`src/rtl/gb_mem_pkg.sv`:
```
// Shared types and constants for the Game Boy memory-side blocks.
package gb_mem_pkg;

  // OAM DMA engine states.
  typedef enum logic [1:0] {
    IDLE  = 2'd0,
    XFER  = 2'd1,
    DRAIN = 2'd2
  } dma_state_t;

  localparam logic [15:0] DMA_REG_ADDR   = 16'hFF46;
  localparam logic [15:0] OAM_BASE       = 16'hFE00;
  localparam int unsigned OAM_SIZE       = 160;
  localparam logic [7:0]  ECHO_OFFSET_HI = 8'h20;
  localparam logic [7:0]  ECHO_START_HI  = 8'hE0;

  // Echo RAM (E000-FDFF) mirrors C000-DDFF, so fold high source pages down.
  function automatic logic [7:0] eff_src_hi(input logic [7:0] hi);
    return (hi >= ECHO_START_HI) ? (hi - ECHO_OFFSET_HI) : hi;
  endfunction

endpackage

```
`src/rtl/oam_dma.sv`:
```
// OAM DMA engine and memory bus owner.
// A CPU write to the DMA register copies DMA_LEN bytes from {src_hi,00} into OAM.
// While copying, the engine owns both memory ports; otherwise CPU accesses pass through.
// Optional build macro OAM_DMA_BUS_CONFLICT_EN: blocked CPU reads return the byte on the
// DMA read bus instead of 8'hFF.
module oam_dma
  import gb_mem_pkg::*;
#(
  parameter logic [15:0] DMA_REG_ADDR = gb_mem_pkg::DMA_REG_ADDR,
  parameter logic [15:0] OAM_BASE     = gb_mem_pkg::OAM_BASE,
  parameter int unsigned DMA_LEN      = gb_mem_pkg::OAM_SIZE
) (
  input  logic        i_clk,
  input  logic        i_rst,
  input  logic [15:0] i_cpu_rd_addr,
  input  logic        i_cpu_wr_en,
  input  logic [15:0] i_cpu_wr_addr,
  input  logic [7:0]  i_cpu_wr_data,
  output logic [7:0]  o_cpu_rd_data,
  output logic [15:0] o_mem_rd_addr,
  output logic        o_mem_wr_en,
  output logic [15:0] o_mem_wr_addr,
  output logic [7:0]  o_mem_wr_data,
  input  logic [7:0]  i_mem_rd_data,
  output logic        o_dma_active
);

  localparam logic [7:0] LastIdx = 8'(DMA_LEN - 1);

  dma_state_t r_state, w_state_d;
  logic [7:0] r_idx, w_idx_d;
  logic [7:0] r_src_hi, w_src_hi_d;
  logic       r_cpu_rd_blocked;

  logic        w_trigger;
  logic [15:0] w_src_addr;
  logic [15:0] w_oam_addr;

  assign w_trigger  = i_cpu_wr_en && (i_cpu_wr_addr == DMA_REG_ADDR);
  assign w_src_addr = {eff_src_hi(r_src_hi), 8'h00} + {8'h00, r_idx};
  // The write trails the read by one cycle, so it targets the previous index.
  assign w_oam_addr = OAM_BASE + {8'h00, r_idx} - 16'd1;

  // State, index and source-page registers with synchronous reset.
  always_ff @(posedge i_clk) begin
    if (i_rst) begin
      r_state          <= IDLE;
      r_idx            <= 8'h00;
      r_src_hi         <= 8'h00;
      r_cpu_rd_blocked <= 1'b0;
    end else begin
      r_state          <= w_state_d;
      r_idx            <= w_idx_d;
      r_src_hi         <= w_src_hi_d;
      r_cpu_rd_blocked <= (r_state == XFER);
    end
  end

  // Next-state logic; a DMA register write (re)starts the transfer from any state.
  always_comb begin
    w_state_d  = r_state;
    w_idx_d    = r_idx;
    w_src_hi_d = r_src_hi;
    unique case (r_state)
      IDLE: ;
      XFER: begin
        w_idx_d = r_idx + 8'd1;
        if (r_idx == LastIdx) w_state_d = DRAIN;
      end
      DRAIN: w_state_d = IDLE;
      default: w_state_d = IDLE;
    endcase
    if (w_trigger) begin
      w_state_d  = XFER;
      w_idx_d    = 8'h00;
      w_src_hi_d = i_cpu_wr_data;
    end
  end

  // Memory port steering: CPU pass-through in IDLE, DMA ownership otherwise.
  always_comb begin
    o_mem_rd_addr = i_cpu_rd_addr;
    o_mem_wr_en   = i_cpu_wr_en;
    o_mem_wr_addr = i_cpu_wr_addr;
    o_mem_wr_data = i_cpu_wr_data;
    unique case (r_state)
      IDLE: ;
      XFER: begin
        o_mem_rd_addr = w_src_addr;
        // No read data is available yet in the first cycle after (re)start.
        o_mem_wr_en   = (r_idx != 8'h00);
        o_mem_wr_addr = w_oam_addr;
        o_mem_wr_data = i_mem_rd_data;
      end
      DRAIN: begin
        o_mem_wr_en   = 1'b1;
        o_mem_wr_addr = w_oam_addr;
        o_mem_wr_data = i_mem_rd_data;
      end
      default: o_mem_wr_en = 1'b0;
    endcase
    if (i_rst) o_mem_wr_en = 1'b0;
  end

  assign o_dma_active = (r_state == XFER) || (r_state == DRAIN);

`ifdef OAM_DMA_BUS_CONFLICT_EN
  // Blocked reads see whatever byte the DMA is moving.
  assign o_cpu_rd_data = i_mem_rd_data;
`else
  assign o_cpu_rd_data = r_cpu_rd_blocked ? 8'hFF : i_mem_rd_data;
`endif

endmodule

```
`config.mk`:
```
export PLATFORM = sky130hd
export DESIGN_NAME = oam_dma
export DESIGN_NICKNAME = d
export VERILOG_FILES = /design/src/rtl/gb_mem_pkg.sv /design/src/rtl/oam_dma.sv
export SDC_FILE = /design/constraint.sdc
export NUM_CORES = 1
export LEC_CHECK = 0
export ABC_AREA = 1
export CORE_AREA = 10 10 76 78
export DETAILED_ROUTE_END_ITERATION = 16
export DIE_AREA = 0 0 86 88
export PLACE_DENSITY = 0.84
export SETUP_SLACK_MARGIN = 0.3
export SYNTH_ARGS = -nofsm -noshare
export SYNTH_HDL_FRONTEND = slang
export SYNTH_SLANG_ARGS = --single-unit
```
`constraint.sdc`:
```
create_clock -name i_clk -period 3.6 [get_ports i_clk]
set_input_delay 0.54 -clock i_clk [delete_from_list [all_inputs] [get_ports i_clk]]
set_output_delay 0.54 -clock i_clk [all_outputs]
set_load 0.03 [all_outputs]
```
==> qor.csv <==
metric;value;unit
status;completed;
Critical Path Sink Type;output pin;
Remaining DRCs;0;
worst hold path type;flip-flop to flip-flop;
CTS max path bufs;2;
reg2reg setup slack;2.12;ns
layout cells sized above 1;0.117;
router iterations before antenna repair;4;
Mapped Nets;344;
Yosys top cell area share;0.222;
most common cell in the netlist;nand2_1;
Core Area;4290;um2
final setup TNS;0;ns
Avg Cell Area, Syn;6.00;um2
postcts setup bufs;0;
Least-Margin Pin Slew;0.650;ns
root buf cell;clkbuf_8;
post-CTS sizing;0;
DR vias/cell;4.80;
FF-to-FF Start;r_state[1];
Top Ports;101;
final hold violations;0;
EDFF count, synth;0;
DP Cell Count;431;
Layout Skew;0.00215;ns
initial antenna violation count;0;
Synth Flop Type;dfxtp_1;
clock latency at the later pin of the worst-skew pair;0.26;ns
vias in the first global route;2062;
crit path launch type;flip-flop;
Area growth syn-to-layout;62.8;%
worst hold path cell count;2;
Max Clk Rate;351;MHz
CTS Sinks;19;
Worst Hold Endpoint;r_src_hi[0];
critical path required time;3.06;ns
Reg2Reg Depth;8;
routed wire length;6160;um
synthesized instance count;286;
Worst Path Arrival;2.31;ns
CTS clk-pin slew, worst paths;0.07;ns
total gr overflow;0;
Tot Pwr;0.579;mW
CTS tree;done;
largest cells by area after synthesis;dfxtp_1 22%, nand2_1 19%, inv_1 7.2%;
VDD IR max;135;uV
GPL Wtd Cong;0.847;
Post-DRT Antenna Nets;0;
routed vias;2090;
# H-tree levels;1;
critical path peak fanout;24;
# setup viols final;0;
Leak Pwr;1.27;nW
TritonCTS Buffers;3;
global-route wire length before repair;9800;um
Hold Path Origin;r_src_hi[0];
Final nets;442;
Yosys Warn Count;0;
WL/cell;14.2;um
GRT Util Overall;0.153;
unrepaired setup endpoints after global routing;false;
worst setup path category;flip-flop to output pin;
Yosys cell types;30;
max cap viols;0;
Rel. slew slack;0.566;
I/O Buffers;100;
largest net degree at the start of global routing;32;
row cnt;24;
fin crit share;0.790;
asr flop ratio synth;0;
mapped cell area;1720;um2
worst r2r dst;r_idx[5];
post-synthesis register bit count;19;
die height;88;um
register area share after synthesis;0.222;
die width;86;um
Final Critical Period;2.85;ns
Die Area;7570;um2
detailed placement HPWL;5160;um
post-route insts no fill;435;
Starting Density;0.400;
largest area contributor in the synthesized netlist;dfxtp_1;
Pwr Density;207;nW/um2
fin. max-slew vios;0;
Hold Buf Count CTS;0;
Antenna Cells;0;
DRT iter0 DRCs;141;
Post-synth top cells;87 x nand2_1, 33 x inv_1, 30 x nor2_1;
logic make-up (layout without fill, tap and decap cells):
family	after synthesis	after routing	synth area share
xor+xnor	4	4	0.0204
flops	19	19	0.222
fa+ha+maj	7	7	0.0510
simple gates	180	180	0.503
compound gates	33	33	0.101
buf+inv	43	140	0.103
metrics by stage:
step	setup slack [ns]	util	hold WS [ns]	cell area, um2
global route	0.574	0.651	0.520	2800
CTS	0.738	0.651	0.493	2800
global placement	0.961	0.640	0.467	2750
finish	0.754	0.651	0.496	2800
detailed placement	0.923	0.640	0.477	2750
floorplan	1.15	-	0.455	1720
report_power, final:
group	internal [mW]	switching, mW	leakage [nW]
clock network	0.0769	0.0704	0.0255
logic	0.112	0.110	1.09
registers	0.210	0.00000157	0.153
cell type report:
| class | instances | area, um2 |
|---|---|---|
| fill | 375 | 1500 |
| multi-input combinational | 224 | 1160 |
| timing repair buffer | 102 | 1020 |
| sequential | 19 | 380 |
| inverter | 34 | 128 |
| tap | 52 | 65.1 |
| clock buffer | 3 | 41.3 |
| clock inverter | 1 | 5.00 |
cell usage in the layout, fill, tap and decap left out, drive strengths merged, types with 2 or more instances in the layout:
cell,instances
a21oi,6
nand3,22
clkbuf,3
a31oi,3
inv,33
nand4,2
ha,7
or2,16
o21ai,22
clkdlybuf4s50,100
buf,2
nor2,48
xor2,3
nand2,91
clkinv,2
dfxtp,19
worst max-delay path: stages, from the launching register on:
cell and delay [ns]:
dfxtp_1 0.36, inv_1 0.09, ha_1 0.20, inv_1 0.48, nand2_1 0.11, o31ai_1 0.09
clkdlybuf4s50_1 0.71
sequential cells by signal, indices dropped and copies added, names as in the netlist:
signal            cells
r_state               2
r_idx                 8
r_cpu_rd_blocked      1
r_src_hi              8
layer usage:
metal  track usage  wire, um  up-vias
met5             0         0        -
met4        0.0479        62        0
met3        0.0251       435        5
met1         0.180      2490      927
li1              -         -     1080
met2         0.276      3170       78
worst max path at each step:
stage,from,end,cells after the start
floorplan,r_state[0],o_mem_wr_addr[0],5
global placement,i_rst,o_mem_wr_en,4
detailed placement,i_rst,o_mem_wr_en,4
CTS,r_state[1],o_mem_rd_addr[14],6
global route,r_state[1],o_mem_rd_addr[6],6
finish,r_state[1],o_mem_rd_addr[14],6
Note: power is estimated with default switching activity, not from simulation.
